===== config.mk =====
export PLATFORM = sky130hd
export DESIGN_NAME = dot_rect_layer_gen
export DESIGN_NICKNAME = d
export VERILOG_FILES = /design/src/rtl/dot_rect_pkg.sv /design/src/rtl/dot_rect_hit.sv /design/src/rtl/dot_rect_layer_gen.sv
export SDC_FILE = /design/constraint.sdc
export NUM_CORES = 1
export LEC_CHECK = 0
export CAP_MARGIN = 20
export CORE_MARGIN = 3
export CORE_UTILIZATION = 39
export CTS_CLUSTER_SIZE = 14
export DETAILED_ROUTE_END_ITERATION = 12
export PLACE_DENSITY = 0.56
export REMOVE_ABC_BUFFERS = 1
export SETUP_SLACK_MARGIN = 0.05
export SKIP_LAST_GASP = 1
export SLEW_MARGIN = 10
export SYNTH_ARGS = -nofsm -noshare
export SYNTH_HDL_FRONTEND = slang
export SYNTH_HIERARCHICAL = 1
export SYNTH_SLANG_ARGS = --single-unit

===== constraint.sdc =====
create_clock -name iClk -period 19.9 [get_ports iClk]
set_input_delay 3.98 -clock iClk [delete_from_list [all_inputs] [get_ports iClk]]
set_output_delay 3.98 -clock iClk [all_outputs]
set_load 0.1 [all_outputs]

===== src/rtl/dot_rect_pkg.sv =====
// Shared constants for the rectangle dot generator: draw modes and index-width helper.
package dot_rect_pkg;

    localparam logic [1:0] RECT_OFF     = 2'b00;
    localparam logic [1:0] RECT_FILL    = 2'b01;
    localparam logic [1:0] RECT_OUTLINE = 2'b10;

    // A single rectangle still needs a one-bit select/index port.
    function automatic int idx_width(input int n);
        return (n > 1) ? $clog2(n) : 1;
    endfunction

endpackage


===== src/rtl/dot_rect_hit.sv =====
// Combinational fill/outline hit test of one pixel against one rectangle.
// Edges are compared two bits wider than the screen so L+b and R-b cannot wrap.
module dot_rect_hit
    import dot_rect_pkg::*;
#(
    parameter int pHdisplayWidth = 11,
    parameter int pVdisplayWidth = 11,
    parameter int pBorderWidth   = 4
)
(
    input  logic        [pHdisplayWidth-1:0] i_x,
    input  logic        [pVdisplayWidth-1:0] i_y,
    input  logic signed [pHdisplayWidth:0]   i_left,
    input  logic signed [pHdisplayWidth:0]   i_right,
    input  logic signed [pVdisplayWidth:0]   i_top,
    input  logic signed [pVdisplayWidth:0]   i_under,
    input  logic        [1:0]                i_mode,
    input  logic        [pBorderWidth-1:0]   i_border,
    output logic                             o_hit
);

    localparam int XW = pHdisplayWidth + 2;
    localparam int YW = pVdisplayWidth + 2;

    logic        [pBorderWidth-1:0] w_bnz;
    logic signed [XW-1:0]           w_x;
    logic signed [XW-1:0]           w_l;
    logic signed [XW-1:0]           w_r;
    logic signed [XW-1:0]           w_bx;
    logic signed [YW-1:0]           w_y;
    logic signed [YW-1:0]           w_t;
    logic signed [YW-1:0]           w_u;
    logic signed [YW-1:0]           w_by;
    logic                           w_in;
    logic                           w_inner;

    // Zero thickness behaves as a one-pixel outline.
    assign w_bnz = (i_border == '0) ? pBorderWidth'(1'b1) : i_border;

    assign w_x  = $signed({2'b00, i_x});
    assign w_y  = $signed({2'b00, i_y});
    assign w_l  = $signed({i_left[pHdisplayWidth], i_left});
    assign w_r  = $signed({i_right[pHdisplayWidth], i_right});
    assign w_t  = $signed({i_top[pVdisplayWidth], i_top});
    assign w_u  = $signed({i_under[pVdisplayWidth], i_under});
    assign w_bx = $signed({{(XW-pBorderWidth){1'b0}}, w_bnz});
    assign w_by = $signed({{(YW-pBorderWidth){1'b0}}, w_bnz});

    assign w_in    = (w_l <= w_x) && (w_x < w_r) && (w_t <= w_y) && (w_y < w_u);
    // An inner box that collapses to nothing turns the outline into a fill.
    assign w_inner = ((w_l + w_bx) <= w_x) && (w_x < (w_r - w_bx)) &&
                     ((w_t + w_by) <= w_y) && (w_y < (w_u - w_by));

    // Mode select; reserved encoding draws nothing.
    always_comb begin
        case (i_mode)
            RECT_FILL:    o_hit = w_in;
            RECT_OUTLINE: o_hit = w_in && !w_inner;
            default:      o_hit = 1'b0;
        endcase
    end

endmodule


===== src/rtl/dot_rect_layer_gen.sv =====
// Multi-layer rectangle dot generator with double-buffered rectangle registers
// and a two-stage hit/priority pipeline (index 0 wins).
module dot_rect_layer_gen
    import dot_rect_pkg::*;
#(
    parameter int pHdisplayWidth = 11,
    parameter int pVdisplayWidth = 11,
    parameter int pColorDepth    = 16,
    parameter int pRectNum       = 4,
    parameter int pBorderWidth   = 4
)
(
    input  logic                                iClk,
    input  logic                                iRst,
    input  logic        [pHdisplayWidth-1:0]    iHpos,
    input  logic        [pVdisplayWidth-1:0]    iVpos,
    input  logic                                iPosValid,
    input  logic                                iWe,
    input  logic        [idx_width(pRectNum)-1:0] iWSel,
    input  logic signed [pHdisplayWidth:0]      iWLeftX,
    input  logic signed [pHdisplayWidth:0]      iWRightX,
    input  logic signed [pVdisplayWidth:0]      iWTopY,
    input  logic signed [pVdisplayWidth:0]      iWUnderY,
    input  logic        [pColorDepth-1:0]       iWColor,
    input  logic        [1:0]                   iWMode,
    input  logic        [pBorderWidth-1:0]      iWBorder,
    input  logic                                iCommit,
    output logic        [pColorDepth-1:0]       oPixel,
    output logic                                oValid,
    output logic                                oHit,
    output logic        [idx_width(pRectNum)-1:0] oHitIdx
);

    localparam int IW = idx_width(pRectNum);

    logic signed [pHdisplayWidth:0]  r_sh_left   [pRectNum];
    logic signed [pHdisplayWidth:0]  r_sh_right  [pRectNum];
    logic signed [pVdisplayWidth:0]  r_sh_top    [pRectNum];
    logic signed [pVdisplayWidth:0]  r_sh_under  [pRectNum];
    logic        [pColorDepth-1:0]   r_sh_color  [pRectNum];
    logic        [1:0]               r_sh_mode   [pRectNum];
    logic        [pBorderWidth-1:0]  r_sh_border [pRectNum];

    logic signed [pHdisplayWidth:0]  r_ac_left   [pRectNum];
    logic signed [pHdisplayWidth:0]  r_ac_right  [pRectNum];
    logic signed [pVdisplayWidth:0]  r_ac_top    [pRectNum];
    logic signed [pVdisplayWidth:0]  r_ac_under  [pRectNum];
    logic        [pColorDepth-1:0]   r_ac_color  [pRectNum];
    logic        [1:0]               r_ac_mode   [pRectNum];
    logic        [pBorderWidth-1:0]  r_ac_border [pRectNum];

    logic        [pRectNum-1:0]      w_hit_vec;
    logic        [pRectNum-1:0]      r_hit_s1;
    logic                            r_val_s1;
    logic        [pColorDepth-1:0]   r_col_s1    [pRectNum];

    logic                            w_sel_hit;
    logic        [IW-1:0]            w_sel_idx;
    logic        [pColorDepth-1:0]   w_sel_col;

    // Shadow set: CPU writes land here; out-of-range selects are dropped.
    always_ff @(posedge iClk) begin
        if (!iRst) begin
            for (int i = 0; i < pRectNum; i++) begin
                r_sh_left[i]   <= '0;
                r_sh_right[i]  <= '0;
                r_sh_top[i]    <= '0;
                r_sh_under[i]  <= '0;
                r_sh_color[i]  <= '0;
                r_sh_mode[i]   <= RECT_OFF;
                r_sh_border[i] <= '0;
            end
        end else if (iWe && (int'(iWSel) < pRectNum)) begin
            r_sh_left[iWSel]   <= iWLeftX;
            r_sh_right[iWSel]  <= iWRightX;
            r_sh_top[iWSel]    <= iWTopY;
            r_sh_under[iWSel]  <= iWUnderY;
            r_sh_color[iWSel]  <= iWColor;
            r_sh_mode[iWSel]   <= iWMode;
            r_sh_border[iWSel] <= iWBorder;
        end else begin
            r_sh_mode[0] <= r_sh_mode[0];
        end
    end

    // Active set: whole-set copy on commit; a same-cycle write is not yet visible here.
    always_ff @(posedge iClk) begin
        if (!iRst) begin
            for (int i = 0; i < pRectNum; i++) begin
                r_ac_left[i]   <= '0;
                r_ac_right[i]  <= '0;
                r_ac_top[i]    <= '0;
                r_ac_under[i]  <= '0;
                r_ac_color[i]  <= '0;
                r_ac_mode[i]   <= RECT_OFF;
                r_ac_border[i] <= '0;
            end
        end else if (iCommit) begin
            for (int i = 0; i < pRectNum; i++) begin
                r_ac_left[i]   <= r_sh_left[i];
                r_ac_right[i]  <= r_sh_right[i];
                r_ac_top[i]    <= r_sh_top[i];
                r_ac_under[i]  <= r_sh_under[i];
                r_ac_color[i]  <= r_sh_color[i];
                r_ac_mode[i]   <= r_sh_mode[i];
                r_ac_border[i] <= r_sh_border[i];
            end
        end else begin
            r_ac_mode[0] <= r_ac_mode[0];
        end
    end

    for (genvar g = 0; g < pRectNum; g++) begin : g_hit
        dot_rect_hit #(
            .pHdisplayWidth (pHdisplayWidth),
            .pVdisplayWidth (pVdisplayWidth),
            .pBorderWidth   (pBorderWidth)
        ) u_hit (
            .i_x      (iHpos),
            .i_y      (iVpos),
            .i_left   (r_ac_left[g]),
            .i_right  (r_ac_right[g]),
            .i_top    (r_ac_top[g]),
            .i_under  (r_ac_under[g]),
            .i_mode   (r_ac_mode[g]),
            .i_border (r_ac_border[g]),
            .o_hit    (w_hit_vec[g])
        );
    end

    // Stage 1: hit vector plus a colour snapshot so a later commit cannot mix colours.
    always_ff @(posedge iClk) begin
        if (!iRst) begin
            r_hit_s1 <= '0;
            r_val_s1 <= 1'b0;
            for (int i = 0; i < pRectNum; i++) begin
                r_col_s1[i] <= '0;
            end
        end else begin
            r_hit_s1 <= w_hit_vec;
            r_val_s1 <= iPosValid;
            for (int i = 0; i < pRectNum; i++) begin
                r_col_s1[i] <= r_ac_color[i];
            end
        end
    end

    // Priority select: scanning downward lets the lowest hit index overwrite the rest.
    always_comb begin
        w_sel_hit = 1'b0;
        w_sel_idx = '0;
        w_sel_col = '0;
        for (int i = pRectNum - 1; i >= 0; i--) begin
            w_sel_hit = w_sel_hit | r_hit_s1[i];
            w_sel_idx = r_hit_s1[i] ? IW'(i) : w_sel_idx;
            w_sel_col = r_hit_s1[i] ? r_col_s1[i] : w_sel_col;
        end
    end

    // Stage 2: registered outputs, blanked outside the active area.
    always_ff @(posedge iClk) begin
        if (!iRst) begin
            oPixel  <= '0;
            oValid  <= 1'b0;
            oHit    <= 1'b0;
            oHitIdx <= '0;
        end else begin
            oValid  <= r_val_s1;
            oHit    <= r_val_s1 & w_sel_hit;
            oPixel  <= r_val_s1 ? w_sel_col : '0;
            oHitIdx <= (r_val_s1 && w_sel_hit) ? w_sel_idx : '0;
        end
    end

endmodule


==> impl_metrics.json, run 1 <==
{
  "status": "completed",
  "ys_top_cells_by_count": "edfxtp_1, ha_1, and3_1",
  "cp_slowest_stage_delay_ns": 1.09,
  "vias": 24500,
  "setup-violations-final": 0,
  "drcViolationCount": 0,
  "drv_slew": 0,
  "synth_xor_area_share_pct": 3.08,
  "finalSetupTns_ns": 0,
  "fin_total_pwr_mw": 3.60,
  "synth_area_leaders": "edfxtp_1, ha_1, dfxtp_1, and3_1, and2_1",
  "clock_sinks": 649,
  "nets": 3833,
  "clkSlewWorstSetupHoldPaths_ns": 0.06,
  "cp_max_fo": 12,
  "synthFlopType": "edfxtp_1",
  "placed_cell_area_um2": 39000,
  "fin_worst_skew_ns": 0.0278,
  "rsz0062_at_grt": "no",
  "cp_common_cell": "a211oi_1",
  "rrSetupSlack_ns": 14.49,
  "grt_pass1_vias": 24700,
  "row_count": 111,
  "postLayoutCellArea_um2": 41500,
  "min_period_ns": 7.25,
  "synth_compound_area_share_pct": 8.54,
  "cp.arrival_ns": 7.82,
  "place_hpwl_um": 67400,
  "die_h_um": 312,
  "crit_family": "compound AO/OA/AOI/OAI gates",
  "synth_top_family_by_area": "simple AND/OR/NAND/NOR gates",
  "crit_type": "input port to register",
  "drive_above_1_share_pct": 6.56,
  "synth_edf_count": 512,
  "detail-route-antenna-nets": 0,
  "cts_resized": 0,
  "drt_iter0_drc": 1594,
  "htree_levels": 3,
  "hold_buffers": 0,
  "cp_cell_sequence": "clkdlybuf4s50_1, inv_1, ha_1, a211oi_1, o21bai_1, o311ai_1, a21oi_1, a211oi_1, o221ai_1, a41oi_1, and2_1",
  "slowest_stage": "clkdlybuf4s50_1",
  "die_x_um": 312,
  "io_buffer_count": 118,
  "yosysTopAreaCell": "edfxtp_1",
  "period_share_pct": 36.4,
  "hold_path.class": "register to register",
  "ir_worst_vdd_uv": 57.6,
  "required_ns": 20.47,
  "antenna_found_initial": 4,
  "pre_cts_ws_ns": 12.26,
  "syn-instance-count": 3204,
  "synth.most_common_cell": "edfxtp_1",
  "hold_viol": 0,
  "utilization_pct": 45.0,
  "synth-simple-area-share_pct": 18.0,
  "synth.cell_area_um2": 36400,
  "layout_setup_ws_ns": 12.65,
  "fillers": 8692,
  "maxSlewHeadroom_pct": 28.2,
  "area_delta_synth_final_pct": 13.9,
  "cts_max_path_buffers": 3,
  "cts_tree": "done",
  "start_util_pct": 39.5,
  "max_freq_mhz": 138,
  "synth_cell_types": 91,
  "io_pins": 119,
  "cap_viol_max_count": 0,
  "critPathCaptureType": "register",
  "synth_fa_ha_area_share_pct": 14.9,
  "final-seq-area_um2": 18100,
  "synth.area.mux_share_pct": 1.44,
  "yosysSeqAreaShare_pct": 49.7,
  "grt_first_pass_wirelength_um": 155000,
  "grt_start_max_net_pins": 220,
  "track_usage_pct": 20.9,
  "numCtsBuffers": 75,
  "via_per_inst": 5.30,
  "ys_ff_latch": 649,
  "powerDensity_nw_per_um2": 86.8,
  "cts_setup_buffers": 0,
  "root_buffer": "clkbuf_16",
  "wl_per_cell_um": 22.1,
  "max_slew.worst_pin.slew_ns": 1.07,
  "design.core.area_um2": 92200,
  "yosysWarningCount": 6,
  "routed_wl_um": 102000,
  "overflow": 0,
  "insertion_delay_ns": 0.63,
  "firstDrtPassIters": 5,
  "syn_area_per_cell_um2": 11.4,
  "leakage_nw": 17.7,
  "async_flop_share_pct": 0,
  "place_congestion": 0.887,
  "startpoint_type": "input port",
  "yosysTopAreaCellShare_pct": 42.2,
  "multiInputGateArea_um2": 16800,
  "crit_buf_inv": 2,
  "dieArea_um2": 97200
}
==> power breakdown <==
part	internal, mW	switching [mW]
logic	0.239	0.343
clock network	0.826	0.584
registers	1.56	0.0524
==> final timing paths <==
| check | startpoint | endpoint | cells after the start |
|---|---|---|---|
| setup / recovery | iHpos[3] | r_hit_s1[2]$_SDFF_PN0_ | 11 |
| hold / removal | r_ac_color[3][10]$_SDFFCE_PN0P_ | r_col_s1[3][10]$_SDFF_PN0_ | 1 |
| setup reg to reg | r_ac_border[2][1]$_SDFFCE_PN0P_ | r_hit_s1[2]$_SDFF_PN0_ | 17 |
| hold reg to reg | r_ac_color[3][10]$_SDFFCE_PN0P_ | r_col_s1[3][10]$_SDFF_PN0_ | 1 |
==> layout make-up <==
class | instances | area share (%)
multi-input combinational | 2154 | 40.4
clock inverter | 30 | 0.971
inverter | 274 | 2.48
tap | 1243 | 3.75
timing repair buffer | 156 | 3.60
sequential | 649 | 43.7
antenna | 4 | 0.0241
clock buffer | 107 | 5.08
==> through the flow <==
| step | cells | hold slack (ns) |
|---|---|---|
| 2_1_floorplan | 3077 | 0.418 |
| 3_3_place_gp | 4476 | 0.429 |
| 3_5_place_dp | 4476 | 0.434 |
| 4_1_cts | 4613 | 0.448 |
| 5_1_grt | 4614 | 0.458 |
| 6_report | 4617 | 0.446 |
==> layout by cell type, fill, tap and decap left out, types with 14 or more instances in the layout <==
cell               n
nor4_1            22
nand2_1           57
o2111ai_1         16
nand3_1           71
fa_1              16
and2_1           250
edfxtp_1         512
dfxtp_1          137
nand4_1           57
o21a_1            25
nor3_1            42
clkbuf_1          23
nand2b_1          30
a221oi_1          19
a21o_1            36
a2111oi_0         19
clkbuf_16         77
a21oi_1           83
and2_2            28
clkdlybuf4s50_1  115
o21ai_1           14
xnor2_1          106
ha_1             408
a211oi_1          30
o41ai_1           16
nor2_1            97
o21ai_0           75
and3_1           307
mux2i_1           50
inv_1            271
buf_4             36
nor2b_1           91
xor2_1            22
==> flip-flops by register name, summed over array words and instances, names as in the netlist <==
register / cells
r_sh_color: 64
r_ac_border: 16
r_ac_left: 48
r_ac_right: 48
r_hit_s1: 4
r_sh_right: 48
oHit: 1
r_sh_border: 16
oPixel: 16
r_sh_left: 48
r_col_s1: 64
r_sh_under: 48
r_ac_under: 48
r_ac_top: 48
r_val_s1: 1
r_ac_mode: 8
r_ac_color: 64
r_sh_mode: 8
oValid: 1
oHitIdx: 2
r_sh_top: 48
==> logic make-up after synthesis <==
| kind of cell | Yosys count |
|---|---|
| buffers and inverters | 401 |
| AO/OA/AOI/OAI | 443 |
| XOR/XNOR | 128 |
| adder cells (fa/ha/maj) | 424 |
| flip-flops | 649 |
| AND/OR/NAND/NOR | 1107 |
| multiplexers | 52 |
==> layer usage <==
layer | global-route usage [%] | wire length (µm) | part of all wire, % | up-vias
met5 | 0 | 0 | 0 | -
met3 | 3.50 | 5100 | 5.0 | 121
met4 | 4.95 | 2140 | 2.1 | 0
met1 | 28.1 | 46300 | 45 | 11900
li1 | - | - | - | 11900
met2 | 35.3 | 48700 | 48 | 509
(Power assumes the default switching activity.)
==> inputs of run 2 (changes only) <==
- clock period: 19.9 -> 7 ns (I/O delays scaled with it)
==> run 2 against run 1 <==
First-iteration DRC count grew 0.75%. Sequential share of layout area grew 0.17 points. Critical path type is now register to register. Via count grew 0.80%. Critical endpoint unchanged. Sequential power grew to 2.9 times the previous value. Largest power group unchanged. Largest cell class unchanged.
==> impl_metrics.json, run 2 (synthesis gave the netlist of run 1 again) <==
{
  "status": "completed",
  "htree_levels": 3,
  "critPathCaptureType": "register",
  "via_per_inst": 5.34,
  "cts_tree": "done",
  "period_share_pct": 72.4,
  "drt_iter0_drc": 1606,
  "final_common_cell": "edfxtp_1",
  "setup-violations-final": 0,
  "grt_first_pass_wirelength_um": 156000,
  "crit_type": "register to register",
  "reg2reg_from": "r_ac_border[2][1]$_SDFFCE_PN0P_",
  "grt_use_met1_pct": 27.3,
  "grt_start_max_net_pins": 233,
  "hold_path.class": "register to register",
  "drive_above_1_share_pct": 6.38,
  "cts_max_path_buffers": 3,
  "wl_per_cell_um": 22.5,
  "nets": 3836,
  "cap_viol_max_count": 0,
  "fin_total_pwr_mw": 10.0,
  "die_x_um": 312,
  "cts_setup_buffers": 0,
  "rsz0062_at_grt": "no",
  "die_h_um": 312,
  "r2r-end": "r_hit_s1[2]$_SDFF_PN0_",
  "fin_worst_skew_ns": 0.0253,
  "vias": 24700,
  "place_inst": 4481,
  "utilization_pct": 44.8,
  "required_ns": 7.49,
  "min_period_ns": 5.07,
  "leakage_nw": 17.7,
  "drcViolationCount": 0,
  "clkSlewWorstSetupHoldPaths_ns": 0.06,
  "cts_resized": 0,
  "overflow": 0,
  "ir_worst_vdd_uv": 164,
  "detail-route-antenna-nets": 0,
  "grt-busiest-layer": "met2",
  "place_hpwl_um": 71100,
  "whs_path_depth": 1,
  "max_freq_mhz": 197,
  "max_slew.worst_pin.slew_ns": 1.17,
  "cp_max_fo": 7,
  "min_from": "r_ac_color[0][4]$_DFF_P_",
  "routed_wl_um": 104000,
  "insertion_delay_ns": 0.61,
  "mostFrequentLayoutCells": "edfxtp_1, ha_1, and3_1",
  "ff2ff_path_depth": 17,
  "maxSlewHeadroom_pct": 20.3,
  "design.core.area_um2": 92200,
  "startpoint_type": "register",
  "hold_buffers": 0,
  "io_buffer_count": 118,
  "clock_sinks": 649,
  "reg_top3": "r_ac_color: 64 flops, r_col_s1: 64 flops, r_sh_color: 64 flops",
  "hold_viol": 0,
  "cp.arrival_ns": 5.56,
  "place_congestion": 0.857,
  "grt_pass1_vias": 24700,
  "min_to": "r_col_s1[0][4]$_DFF_P_",
  "fin_cells": 4615,
  "track_usage_pct": 21.1,
  "io_pins": 119,
  "drv_slew": 0,
  "firstDrtPassIters": 6,
  "row_count": 111,
  "numCtsBuffers": 73,
  "antenna_found_initial": 4,
  "root_buffer": "clkbuf_16",
  "dieArea_um2": 97200,
  "area_delta_synth_final_pct": 13.4,
  "finalSetupTns_ns": 0,
  "grt_util_met3_pct": 2.85,
  "use_met2_pct": 36.8,
  "rrSetupSlack_ns": 1.93,
  "powerDensity_nw_per_um2": 242,
  "start_util_pct": 39.5
}
==> run 2: power by group <==
group,switching (mW),internal (mW)
Sequential,0.154,4.44
Combinational,0.986,0.685
Clock,1.57,2.18
==> run 2: final cells by class <==
class / instances / area (µm²)
Sequential cell: 649 / 18100
Inverter: 274 / 1030
Clock buffer: 100 / 1980
Tap cell: 1243 / 1560
Timing Repair Buffer: 161 / 1530
Fill cell: 8649 / 50900
Multi-Input combinational cell: 2154 / 16800
Clock inverter: 31 / 339
Antenna cell: 3 / 7.51
==> run 2: worst max path at each step <==
stage               cells past startpoint                         endpoint  slack [ns]                            start
floorplan                               1  r_ac_border[0][0]$_SDFFCE_PN0P_       -0.59                          iCommit
global placement                       17           r_hit_s1[2]$_SDFF_PN0_        2.05  r_ac_border[2][1]$_SDFFCE_PN0P_
detailed placement                     17           r_hit_s1[2]$_SDFF_PN0_        1.98  r_ac_border[2][1]$_SDFFCE_PN0P_
CTS                                    17           r_hit_s1[2]$_SDFF_PN0_        1.97  r_ac_border[2][1]$_SDFFCE_PN0P_
global route                           17           r_hit_s1[2]$_SDFF_PN0_        1.69  r_ac_border[2][1]$_SDFFCE_PN0P_
finish                                 17           r_hit_s1[2]$_SDFF_PN0_        1.93  r_ac_border[2][1]$_SDFFCE_PN0P_
==> run 2: worst max-delay path, stage by stage, from the launching register on <==
cell and delay (ns):
edfxtp_1 0.42, inv_1 0.57, a31o_2 0.51, ha_1 0.24
inv_1 0.06, fa_1 0.40, nor2b_1 0.16, o31a_1 0.26
nand2_1 0.10, xnor2_1 0.13, ha_1 0.30, a21o_1 0.18
a21o_1 0.18, a211oi_1 0.24, a211oi_1 0.15, nor4_2 0.64
a41oi_1 0.19, and2_1 0.20
==> run 2: per-layer routing <==
metal  vias up  part of all wire (%)
li1      11900                     -
met1     12200                    44
met2       465                    49
met3       116                   4.3
met4         0                   2.4
met5         -                     0
==> run 2: stage by stage <==
step / hold slack (ns) / setup slack [ns] / area (µm²)
2_1_floorplan: 0.418 / -0.593 / 35900
3_3_place_gp: 0.429 / 2.05 / 39000
3_5_place_dp: 0.433 / 1.98 / 39000
4_1_cts: 0.438 / 1.97 / 41300
5_1_grt: 0.459 / 1.69 / 41300
6_report: 0.436 / 1.93 / 41300
==> inputs of run 3 (changes only) <==
- clock period: 7 -> 5.3 ns (I/O delays scaled with it)
==> run 3 against run 2 <==
Register-to-register slack got worse by 1.1 ns. Sequential power rose by 32%. Critical path type unchanged. Clock-buffer cell count rose by 1. Power rose by 34%. Global-route usage rose by 0.47 points. Die area did not move. Cell count rose by 0.89%. Setup slack got worse by 1.1 ns. Clock skew barely moved.
==> impl_metrics.json, run 3 (synthesis gave the netlist of run 1 again) <==
{
  "routed_wl_um": 105000,
  "rsz0062_at_grt": "no",
  "row_count": 111,
  "track_usage_pct": 21.5,
  "detail-route-antenna-nets": 0,
  "grt_first_pass_wirelength_um": 159000,
  "cp_slowest_stage_delay_ns": 0.51,
  "finalSetupTns_ns": 0,
  "cts_setup_buffers": 0,
  "power_frac_clock_pct": 38.0,
  "die_x_um": 312,
  "ir_worst_vdd_uv": 262,
  "drt_iter0_drc": 1993,
  "placed_cell_area_um2": 39400,
  "hold_viol": 0,
  "reg_top3": "r_ac_color: 64 flops, r_col_s1: 64 flops, r_sh_color: 64 flops",
  "io_buffer_count": 118,
  "via_per_inst": 5.33,
  "clkSlewWorstSetupHoldPaths_ns": 0.06,
  "io_pins": 119,
  "swShare_pct": 27.6,
  "numCtsBuffers": 74,
  "clock_sinks": 649,
  "critPathCaptureType": "register",
  "cts_resized": 0,
  "design.core.area_um2": 92200,
  "max_slew.worst_pin.slew_ns": 1.08,
  "utilization_pct": 45.4,
  "slowest_stage": "a21boi_1",
  "nets": 3873,
  "place_hpwl_um": 72600,
  "period_share_pct": 84.7,
  "insertion_delay_ns": 0.64,
  "wl_per_cell_um": 22.6,
  "cp_cell_sequence": "inv_1, a31o_2, ha_1, inv_1, fa_1, nor2b_1, o21ai_0, a21boi_1, nand4_1, xnor2_1, ha_1, a21boi_0, a2111oi_0, a221oi_1, a41oi_1, a41oi_1, and2_1",
  "place_congestion": 0.900,
  "grt_pass1_vias": 25100,
  "power_frac_seq_pct": 45.3,
  "overflow": 0,
  "status": "completed",
  "antenna_found_initial": 4,
  "leakage_nw": 17.9,
  "hold_path.class": "register to register",
  "firstDrtPassIters": 5,
  "crit_type": "register to register",
  "dieArea_um2": 97200,
  "fin_worst_skew_ns": 0.0250,
  "setup-violations-final": 0,
  "fin_cells": 4656,
  "grt_start_max_net_pins": 207,
  "startpoint_type": "register",
  "cp.arrival_ns": 5.02,
  "die_h_um": 312,
  "cp_max_fo": 7,
  "max_freq_mhz": 223,
  "mostFrequentLayoutCells": "edfxtp_1, ha_1, and3_1",
  "cts_tree": "done",
  "min_period_ns": 4.49,
  "maxSlewHeadroom_pct": 28.3,
  "drcViolationCount": 0,
  "root_buffer": "clkbuf_16",
  "drv_slew": 0,
  "vias": 24800,
  "postLayoutCellArea_um2": 41900,
  "cap_viol_max_count": 0,
  "start_util_pct": 39.5,
  "p_comb_share_pct": 16.6,
  "switching_power_mw": 3.69,
  "hold_buffers": 0,
  "htree_levels": 3,
  "area_delta_synth_final_pct": 14.8,
  "drive_above_1_share_pct": 7.59,
  "powerDensity_nw_per_um2": 320,
  "p_int_mw": 9.71,
  "place_inst": 4517,
  "cts_max_path_buffers": 3,
  "required_ns": 5.83,
  "final_common_cell": "edfxtp_1"
}
run 3: cell count changes in the layout (fill, tap and decap cells not counted), sizes merged:
cell | before | now
buf | 45 | 81
clkinv | 22 | 29
bufinv | 5 | 3
diode | 3 | 1
clkbuf | 101 | 102
clkinvlp | 2 | 3
run 3: critical path, delay by kind of cell (launching register included):
kind / cells / cell delay (ns)
DFF: 1 / 0.43
AOI/OAI and AO/OA: 8 / 2.03
buffers and inverters: 2 / 0.38
xor gates and xnor gates: 1 / 0.16
and+or+nand+nor: 3 / 0.50
adders and majority gates: 3 / 0.87
run 3: metal layers:
metal  share of wire [%]  GRT usage [%]  routed length [µm]  vias up
met5                   0              0                   0        -
met4                 2.5           5.85                2670        0
met3                 3.9           2.45                4130      139
met2                  48           36.9               50900      534
met1                  45           28.9               47300    12200
li1                    -              -                   -    12000
run 3: through the flow:
step	power, mW	setup WS [ns]	hold slack, ns
2_1_floorplan	7.51	-1.95	0.418
3_3_place_gp	8.39	0.778	0.429
3_5_place_dp	8.41	0.815	0.432
4_1_cts	13.5	0.805	0.443
5_1_grt	14.1	0.472	0.458
6_report	13.4	0.813	0.444
run 3: cell type report:
class,instances,area (µm²)
inverter,274,1030
sequential,649,18100
fill,8640,50400
antenna,1,2.50
tap,1243,1560
clock inverter,37,402
multi-input combinational,2154,16800
timing repair buffer,197,1920
clock buffer,101,2050
run 3: worst paths after layout:
path | from | to | slack (ns) | cells past startpoint
max reg2reg | r_ac_border[3][1]$_SDFFCE_PN0P_ | r_hit_s1[3]$_SDFF_PN0_ | 0.81 | 17
max | r_ac_border[3][1]$_SDFFCE_PN0P_ | r_hit_s1[3]$_SDFF_PN0_ | 0.81 | 17
min | r_ac_color[0][3]$_DFF_P_ | r_col_s1[0][3]$_DFF_P_ | 0.44 | 1
min reg2reg | r_ac_color[0][3]$_DFF_P_ | r_col_s1[0][3]$_DFF_P_ | 0.44 | 1
run 3: power groups by stage:
stage	Sequential, mW	Combinational (mW)	Clock [mW]
floorplan	6.11	1.40	0
global placement	6.17	2.21	0
detailed placement	6.18	2.23	0
CTS	6.07	2.24	5.23
global route	6.10	2.52	5.43
finish	6.07	2.23	5.10
